<file path="config.mk">
export PLATFORM = sky130hd
export DESIGN_NAME = uart_txrx
export DESIGN_NICKNAME = d
export VERILOG_FILES = /design/src/rtl/uart_pkg.sv /design/src/rtl/uart_rx_core.sv /design/src/rtl/uart_tx_core.sv /design/src/rtl/uart_txrx.sv
export SDC_FILE = /design/constraint.sdc
export NUM_CORES = 1
export LEC_CHECK = 0
export ABC_AREA = 1
export CORE_ASPECT_RATIO = 2
export CORE_UTILIZATION = 35
export DETAILED_ROUTE_END_ITERATION = 6
export PLACE_DENSITY_LB_ADDON = 0.05
export SYNTH_ARGS = -nofsm -noshare
export SYNTH_HDL_FRONTEND = slang
export SYNTH_HIERARCHICAL = 1
export SYNTH_SLANG_ARGS = --single-unit
</file>
<file path="constraint.sdc">
create_clock -name clk -period 3.2 [get_ports clk]
set_input_delay 0.48 -clock clk [delete_from_list [all_inputs] [get_ports clk]]
set_output_delay 0.48 -clock clk [all_outputs]
set_load 0.005 [all_outputs]
</file>
<file path="src/rtl/uart_pkg.sv">
// Shared types and constants for the uart_txrx transmitter/receiver pair.
package uart_pkg;

  typedef enum logic [1:0] {IDLE, START, DATA, STOP} uart_state_t;

  localparam int DATA_BITS = 8;
  localparam int IDX_W     = $clog2(DATA_BITS);

endpackage

</file>
<file path="src/rtl/uart_rx_core.sv">
// 8N1 serial receiver: synchronizes rx, samples mid-bit, rejects start glitches and bad stop bits.
module uart_rx_core
  import uart_pkg::*;
#(
  parameter int CLKS_PER_BIT = 868
) (
  input  logic                 clk,
  input  logic                 reset,
  input  logic                 rx,
  output logic [DATA_BITS-1:0] data_out,
  output logic                 rx_done
);

  localparam int CW = $clog2(CLKS_PER_BIT);
  localparam logic [CW-1:0]    C_LAST = CW'(CLKS_PER_BIT - 1);
  localparam logic [CW-1:0]    C_HALF = CW'(CLKS_PER_BIT / 2 - 1);
  localparam logic [IDX_W-1:0] I_LAST = IDX_W'(DATA_BITS - 1);

  logic                 r_sync1, r_sync2;
  logic                 w_rx;
  uart_state_t          r_state, w_state_next;
  logic [CW-1:0]        r_cnt, w_cnt_next;
  logic [IDX_W-1:0]     r_idx, w_idx_next;
  logic [DATA_BITS-1:0] r_shift, w_shift_next;
  logic [DATA_BITS-1:0] r_data, w_data_next;
  logic                 r_done, w_done_next;
  logic                 r_ferr, w_ferr_next;
  logic                 w_bit_end;

  assign w_rx      = r_sync2;
  assign w_bit_end = (r_cnt == C_LAST);

  always_ff @(posedge clk) begin
    if (reset) begin
      r_sync1 <= 1'b1;
      r_sync2 <= 1'b1;
      r_state <= IDLE;
      r_cnt   <= '0;
      r_idx   <= '0;
      r_shift <= '0;
      r_data  <= '0;
      r_done  <= 1'b0;
      r_ferr  <= 1'b0;
    end else begin
      r_sync1 <= rx;
      r_sync2 <= r_sync1;
      r_state <= w_state_next;
      r_cnt   <= w_cnt_next;
      r_idx   <= w_idx_next;
      r_shift <= w_shift_next;
      r_data  <= w_data_next;
      r_done  <= w_done_next;
      r_ferr  <= w_ferr_next;
    end
  end

  // START ends at mid-bit, so every later full-bit count lands at a bit centre.
  always_comb begin
    w_state_next = r_state;
    w_cnt_next   = r_cnt;
    w_idx_next   = r_idx;
    w_shift_next = r_shift;
    w_data_next  = r_data;
    w_done_next  = 1'b0;
    w_ferr_next  = r_ferr;
    case (r_state)
      IDLE: begin
        if (!w_rx) begin
          w_state_next = START;
          w_cnt_next   = '0;
        end
      end
      START: begin
        if (r_cnt == C_HALF) begin
          w_cnt_next   = '0;
          w_idx_next   = '0;
          w_state_next = w_rx ? IDLE : DATA;
        end else begin
          w_cnt_next = r_cnt + 1'b1;
        end
      end
      DATA: begin
        if (w_bit_end) begin
          w_cnt_next   = '0;
          w_shift_next = {w_rx, r_shift[DATA_BITS-1:1]};
          if (r_idx == I_LAST) begin
            w_state_next = STOP;
          end else begin
            w_idx_next = r_idx + 1'b1;
          end
        end else begin
          w_cnt_next = r_cnt + 1'b1;
        end
      end
      STOP: begin
        if (r_ferr) begin
          // Framing error: hold here until the line returns to idle.
          if (w_rx) begin
            w_state_next = IDLE;
            w_ferr_next  = 1'b0;
            w_cnt_next   = '0;
          end
        end else if (w_bit_end) begin
          w_cnt_next = '0;
          if (w_rx) begin
            w_state_next = IDLE;
            w_data_next  = r_shift;
            w_done_next  = 1'b1;
          end else begin
            w_ferr_next = 1'b1;
          end
        end else begin
          w_cnt_next = r_cnt + 1'b1;
        end
      end
      default: w_state_next = IDLE;
    endcase
  end

  assign data_out = r_data;
  assign rx_done  = r_done;

endmodule

</file>
<file path="src/rtl/uart_tx_core.sv">
// 8N1 serial transmitter: frames one byte per accepted start_tx, LSB first.
module uart_tx_core
  import uart_pkg::*;
#(
  parameter int CLKS_PER_BIT = 868
) (
  input  logic                 clk,
  input  logic                 reset,
  input  logic                 start_tx,
  input  logic [DATA_BITS-1:0] data_in,
  output logic                 tx,
  output logic                 busy
);

  localparam int CW = $clog2(CLKS_PER_BIT);
  localparam logic [CW-1:0]    C_LAST = CW'(CLKS_PER_BIT - 1);
  localparam logic [IDX_W-1:0] I_LAST = IDX_W'(DATA_BITS - 1);

  uart_state_t          r_state, w_state_next;
  logic [CW-1:0]        r_cnt, w_cnt_next;
  logic [IDX_W-1:0]     r_idx, w_idx_next;
  logic [DATA_BITS-1:0] r_shift, w_shift_next;
  logic                 r_tx, w_tx_next;
  logic                 r_busy, w_busy_next;
  logic                 w_bit_end;

  assign w_bit_end = (r_cnt == C_LAST);

  always_ff @(posedge clk) begin
    if (reset) begin
      r_state <= IDLE;
      r_cnt   <= '0;
      r_idx   <= '0;
      r_shift <= '0;
      r_tx    <= 1'b1;
      r_busy  <= 1'b0;
    end else begin
      r_state <= w_state_next;
      r_cnt   <= w_cnt_next;
      r_idx   <= w_idx_next;
      r_shift <= w_shift_next;
      r_tx    <= w_tx_next;
      r_busy  <= w_busy_next;
    end
  end

  // tx is registered, so each line level is decided one cycle ahead of its bit period.
  always_comb begin
    w_state_next = r_state;
    w_cnt_next   = r_cnt;
    w_idx_next   = r_idx;
    w_shift_next = r_shift;
    w_tx_next    = r_tx;
    w_busy_next  = r_busy;
    case (r_state)
      IDLE: begin
        if (start_tx) begin
          w_state_next = START;
          w_shift_next = data_in;
          w_cnt_next   = '0;
          w_tx_next    = 1'b0;
          w_busy_next  = 1'b1;
        end
      end
      START: begin
        if (w_bit_end) begin
          w_state_next = DATA;
          w_cnt_next   = '0;
          w_idx_next   = '0;
          w_tx_next    = r_shift[0];
        end else begin
          w_cnt_next = r_cnt + 1'b1;
        end
      end
      DATA: begin
        if (w_bit_end) begin
          w_cnt_next = '0;
          if (r_idx == I_LAST) begin
            w_state_next = STOP;
            w_tx_next    = 1'b1;
          end else begin
            w_idx_next   = r_idx + 1'b1;
            w_shift_next = r_shift >> 1;
            w_tx_next    = r_shift[1];
          end
        end else begin
          w_cnt_next = r_cnt + 1'b1;
        end
      end
      STOP: begin
        if (w_bit_end) begin
          w_state_next = IDLE;
          w_cnt_next   = '0;
          w_busy_next  = 1'b0;
        end else begin
          w_cnt_next = r_cnt + 1'b1;
        end
      end
      default: w_state_next = IDLE;
    endcase
  end

  assign tx   = r_tx;
  assign busy = r_busy;

endmodule

</file>
<file path="src/rtl/uart_txrx.sv">
// Full-duplex 8N1 UART: independent transmitter and receiver sharing one bit timing.
module uart_txrx
  import uart_pkg::*;
#(
  parameter int CLKS_PER_BIT = 868
) (
  input  logic                 clk,
  input  logic                 reset,
  input  logic                 start_tx,
  input  logic [DATA_BITS-1:0] data_in,
  output logic                 tx,
  output logic                 busy,
  input  logic                 rx,
  output logic [DATA_BITS-1:0] data_out,
  output logic                 rx_done
);

  logic                 w_tx, w_busy, w_rx_done;
  logic [DATA_BITS-1:0] w_data_out;

  uart_tx_core #(
    .CLKS_PER_BIT(CLKS_PER_BIT)
  ) u_tx (
    .clk     (clk),
    .reset   (reset),
    .start_tx(start_tx),
    .data_in (data_in),
    .tx      (w_tx),
    .busy    (w_busy)
  );

  uart_rx_core #(
    .CLKS_PER_BIT(CLKS_PER_BIT)
  ) u_rx (
    .clk     (clk),
    .reset   (reset),
    .rx      (rx),
    .data_out(w_data_out),
    .rx_done (w_rx_done)
  );

  assign tx       = w_tx;
  assign busy     = w_busy;
  assign data_out = w_data_out;
  assign rx_done  = w_rx_done;

endmodule

</file>
==> qor.yml <==
outcome:
  status: "complete, no violations"
clocking:
  holdBufCountCts: 0
  cts_tree: "yes"
  clockBufferDepth: 2
  cts_sinks: 60
  clk_pin_slew_ps: 50
  postCtsSetupRepairBufs: 0
  cts-buffers-inserted: 9
  post_cts_resized: 0
  htreeDepth: 3
  root_buffer: "clkbuf_16"
  clock_latency_ps: 330
power:
  p_leak_nw: 1.56
  swShare_pct: 31.4
  p_switching_w: 0.000781
  pwr_density_cell_nw_per_um2: 663
  peakVddDrop_v: 0.000372
  p_total_w: 0.00249
  p_comb_share_pct: 25.1
  p_int_w: 0.00171
  pwr-share-seq_pct: 35.2
  clockPowerShare_pct: 39.7
floorplanning:
  num_rows: 48
  ios: 23
  die_w_um: 69.3
  core_area_sq_um: 8710
  die_h_um: 137
  dieArea_sq_um: 9480
  start_util_pct: 36.5
worst_setup_path:
  crit_type: "flop to flop"
  arrival_ps: 2330
  crit_fanout: 16
  reg2reg_from: "u_tx/r_state[0]"
  reg2reg_depth: 9
  cp-end-kind: "flop"
  crit_path_start_kind: "flop"
  r2r_slack_ps: 1090
  cp.required_ps: 3420
  crit_end: "u_tx/r_shift[7]"
  worstReg2RegEnd: "u_tx/r_shift[7]"
  startpoint: "u_tx/r_state[0]"
placement:
  place.gp.congestion: 0.794
  postPlaceCellArea_sq_um: 3450
  io_buffers: 22
  dp_hpwl_um: 5630
final_layout:
  syn2layout_area_growth_pct: 18.1
  final_common_cell: "nand2_1"
  final_area_sq_um: 3750
  layout_common_cells: "83 x nand2_1, 61 x inv_1, 60 x dfxtp_1"
  layout-drive-gt1-share_pct: 12.4
  finish.net_count: 490
  fill_cells: 907
  n_antenna_cell: 0
logic_synthesis:
  syn_nets: 466
  synth_area_leaders: "dfxtp_1 38%, nand2_1 9.8%, inv_1 7.2%"
  synth_area_sq_um: 3170
  syn-mean-instance-area_sq_um: 7.20
  yosysUniqueCellTypes: 39
  yosysWarnings: 6
  yosys.area.top_type: "dfxtp_1"
  synth_top_area_share_pct: 37.8
  seq_area_frac_synth_pct: 37.8
  syn_inst: 441
  synth-seq-cells: 60
sta:
  fin_crit_sh_pct: 65.9
  hold_ws_ps: 420
  setup-violations-final: 0
  relSlewSlack_pct: 55.8
  fmax_ghz: 0.474
  tns_ps: 0
  worst_pin_slew_ps: 663
  drv_slew: 0
  skew_ps: 4.70
  hold_violations: 0
  period_needed_ps: 2110
  rsz0062_at_grt: "false"
routing:
  drtAntennaViolNets: 0
  viasPerCell: 4.87
  dr_total_vias: 2773
  drt_iter0_markers: 84
  drc_errors: 0
  postRouteWirelength_um: 7280
  dr.pass1.iters: 4
  wl_per_cell_um: 12.8
global_route:
  grt_pass1_wl_um: 12100
  grt_util_all_layers_pct: 16.8
  grt_pass1_vias: 2586
  overflow: 0
  antenna_found_initial: 0
  grt_start_max_net_pins: 25
hold_path:
  hold_path.class: "flop to flop"
job:
  cap_viol_max_count: 0
## worst min path at each step
stage,slack (ps),startpoint,cells after the start,to
2_1_floorplan,390,u_rx/r_sync1,1,u_rx/r_sync2
6_report,420,u_rx/r_sync1,1,u_rx/r_sync2
5_1_grt,430,u_rx/r_sync1,1,u_rx/r_sync2
3_3_place_gp,400,u_rx/r_sync1,1,u_rx/r_sync2
3_5_place_dp,410,u_rx/r_sync1,1,u_rx/r_sync2
4_1_cts,420,u_rx/r_sync1,1,u_rx/r_sync2
## per-layer routing
| metal | share of wire [%] | vias to the layer above | track usage (%) |
|---|---|---|---|
| li1 | - | 1451 | - |
| met1 | 36 | 1269 | 14.5 |
| met2 | 59 | 41 | 33.6 |
| met3 | 2.8 | 12 | 4.57 |
| met4 | 2.8 | 0 | 9.18 |
| met5 | 0 | - | 0 |
## registers in the layout (all words and copies together) (netlist names), named ones only
register,cells
u_rx/r_cnt,10
u_tx/r_cnt,10
u_rx/data_out,8
u_rx/r_shift,8
u_tx/r_shift,8
u_rx/r_idx,3
u_tx/r_idx,3
u_tx/r_state,2
u_rx/r_ferr,1
u_rx/r_state,1
u_rx/r_sync1,1
u_rx/r_sync2,1
u_rx/rx_done,1
u_tx/busy,1
u_tx/tx,1
## stage by stage
stage	std cells	setup slack, ps	util, %
after CTS	569	1080	43.1
after global routing	569	901	43.1
after detailed placement	554	1010	39.6
after floorplan	441	1560	-
after global placement	554	989	39.6
final	569	1090	43.1
## cell usage after synthesis
master,count
a211oi_1,1
a21o_1,1
a21oi_1,36
a21oi_4,1
a221oi_1,1
a31oi_1,1
and2_1,1
buf_2,1
buf_4,1
buf_6,1
buf_8,1
clkbuf_1,4
clkbuf_8,2
clkinv_4,1
dfxtp_1,60
ha_1,13
inv_1,61
inv_2,7
inv_4,1
nand2_1,83
nand2_2,12
nand2_4,5
nand3_1,17
nand3_2,2
nand3_4,3
nand3b_1,2
nand4_1,7
nor2_1,49
nor2_2,5
nor2_4,3
nor3_1,3
nor4_1,1
o21a_1,1
o21ai_0,37
o21ai_1,8
o21ai_4,1
o21bai_1,3
o22ai_1,1
or2_2,3
## final cells by class
type                    count  area [sq um]  area share (%)
clock inverters             1          30.0           0.801
multi-input cells         301          1620            43.2
inverters                  70           270            7.21
flip-flops and latches     60          1200            32.0
clock buffers              14           274            7.31
well taps                 100           125            3.34
repair buffers             23           228            6.07
## critical path: stages (launching register included)
cell and delay, ps:
dfxtp_1 350, inv_1 120, ha_1 250, inv_1 150
nor2_2 440, inv_1 250, nand3_4 260, nand2_1 80
nand2_1 60, nor2_1 50
## logic make-up after synthesis
logic type / Yosys count / share of synthesized area [%]
AOI/OAI and AO/OA: 92 / 15.9
adders and majority gates: 13 / 5.12
buffers and inverters: 80 / 11.1
DFF: 60 / 37.8
and+or+nand+nor: 196 / 30.1
## power by group through the flow
stage | Clock, W | Combinational, W | Sequential (W)
6_report | 0.000987 | 0.000623 | 0.000876
2_1_floorplan | 0 | 0.000505 | 0.000882
3_5_place_dp | 0 | 0.000631 | 0.000894
4_1_cts | 0.00102 | 0.000634 | 0.000878
3_3_place_gp | 0 | 0.000628 | 0.000892
5_1_grt | 0.00105 | 0.000728 | 0.000886
Note: power is estimated with default switching activity, not from simulation.
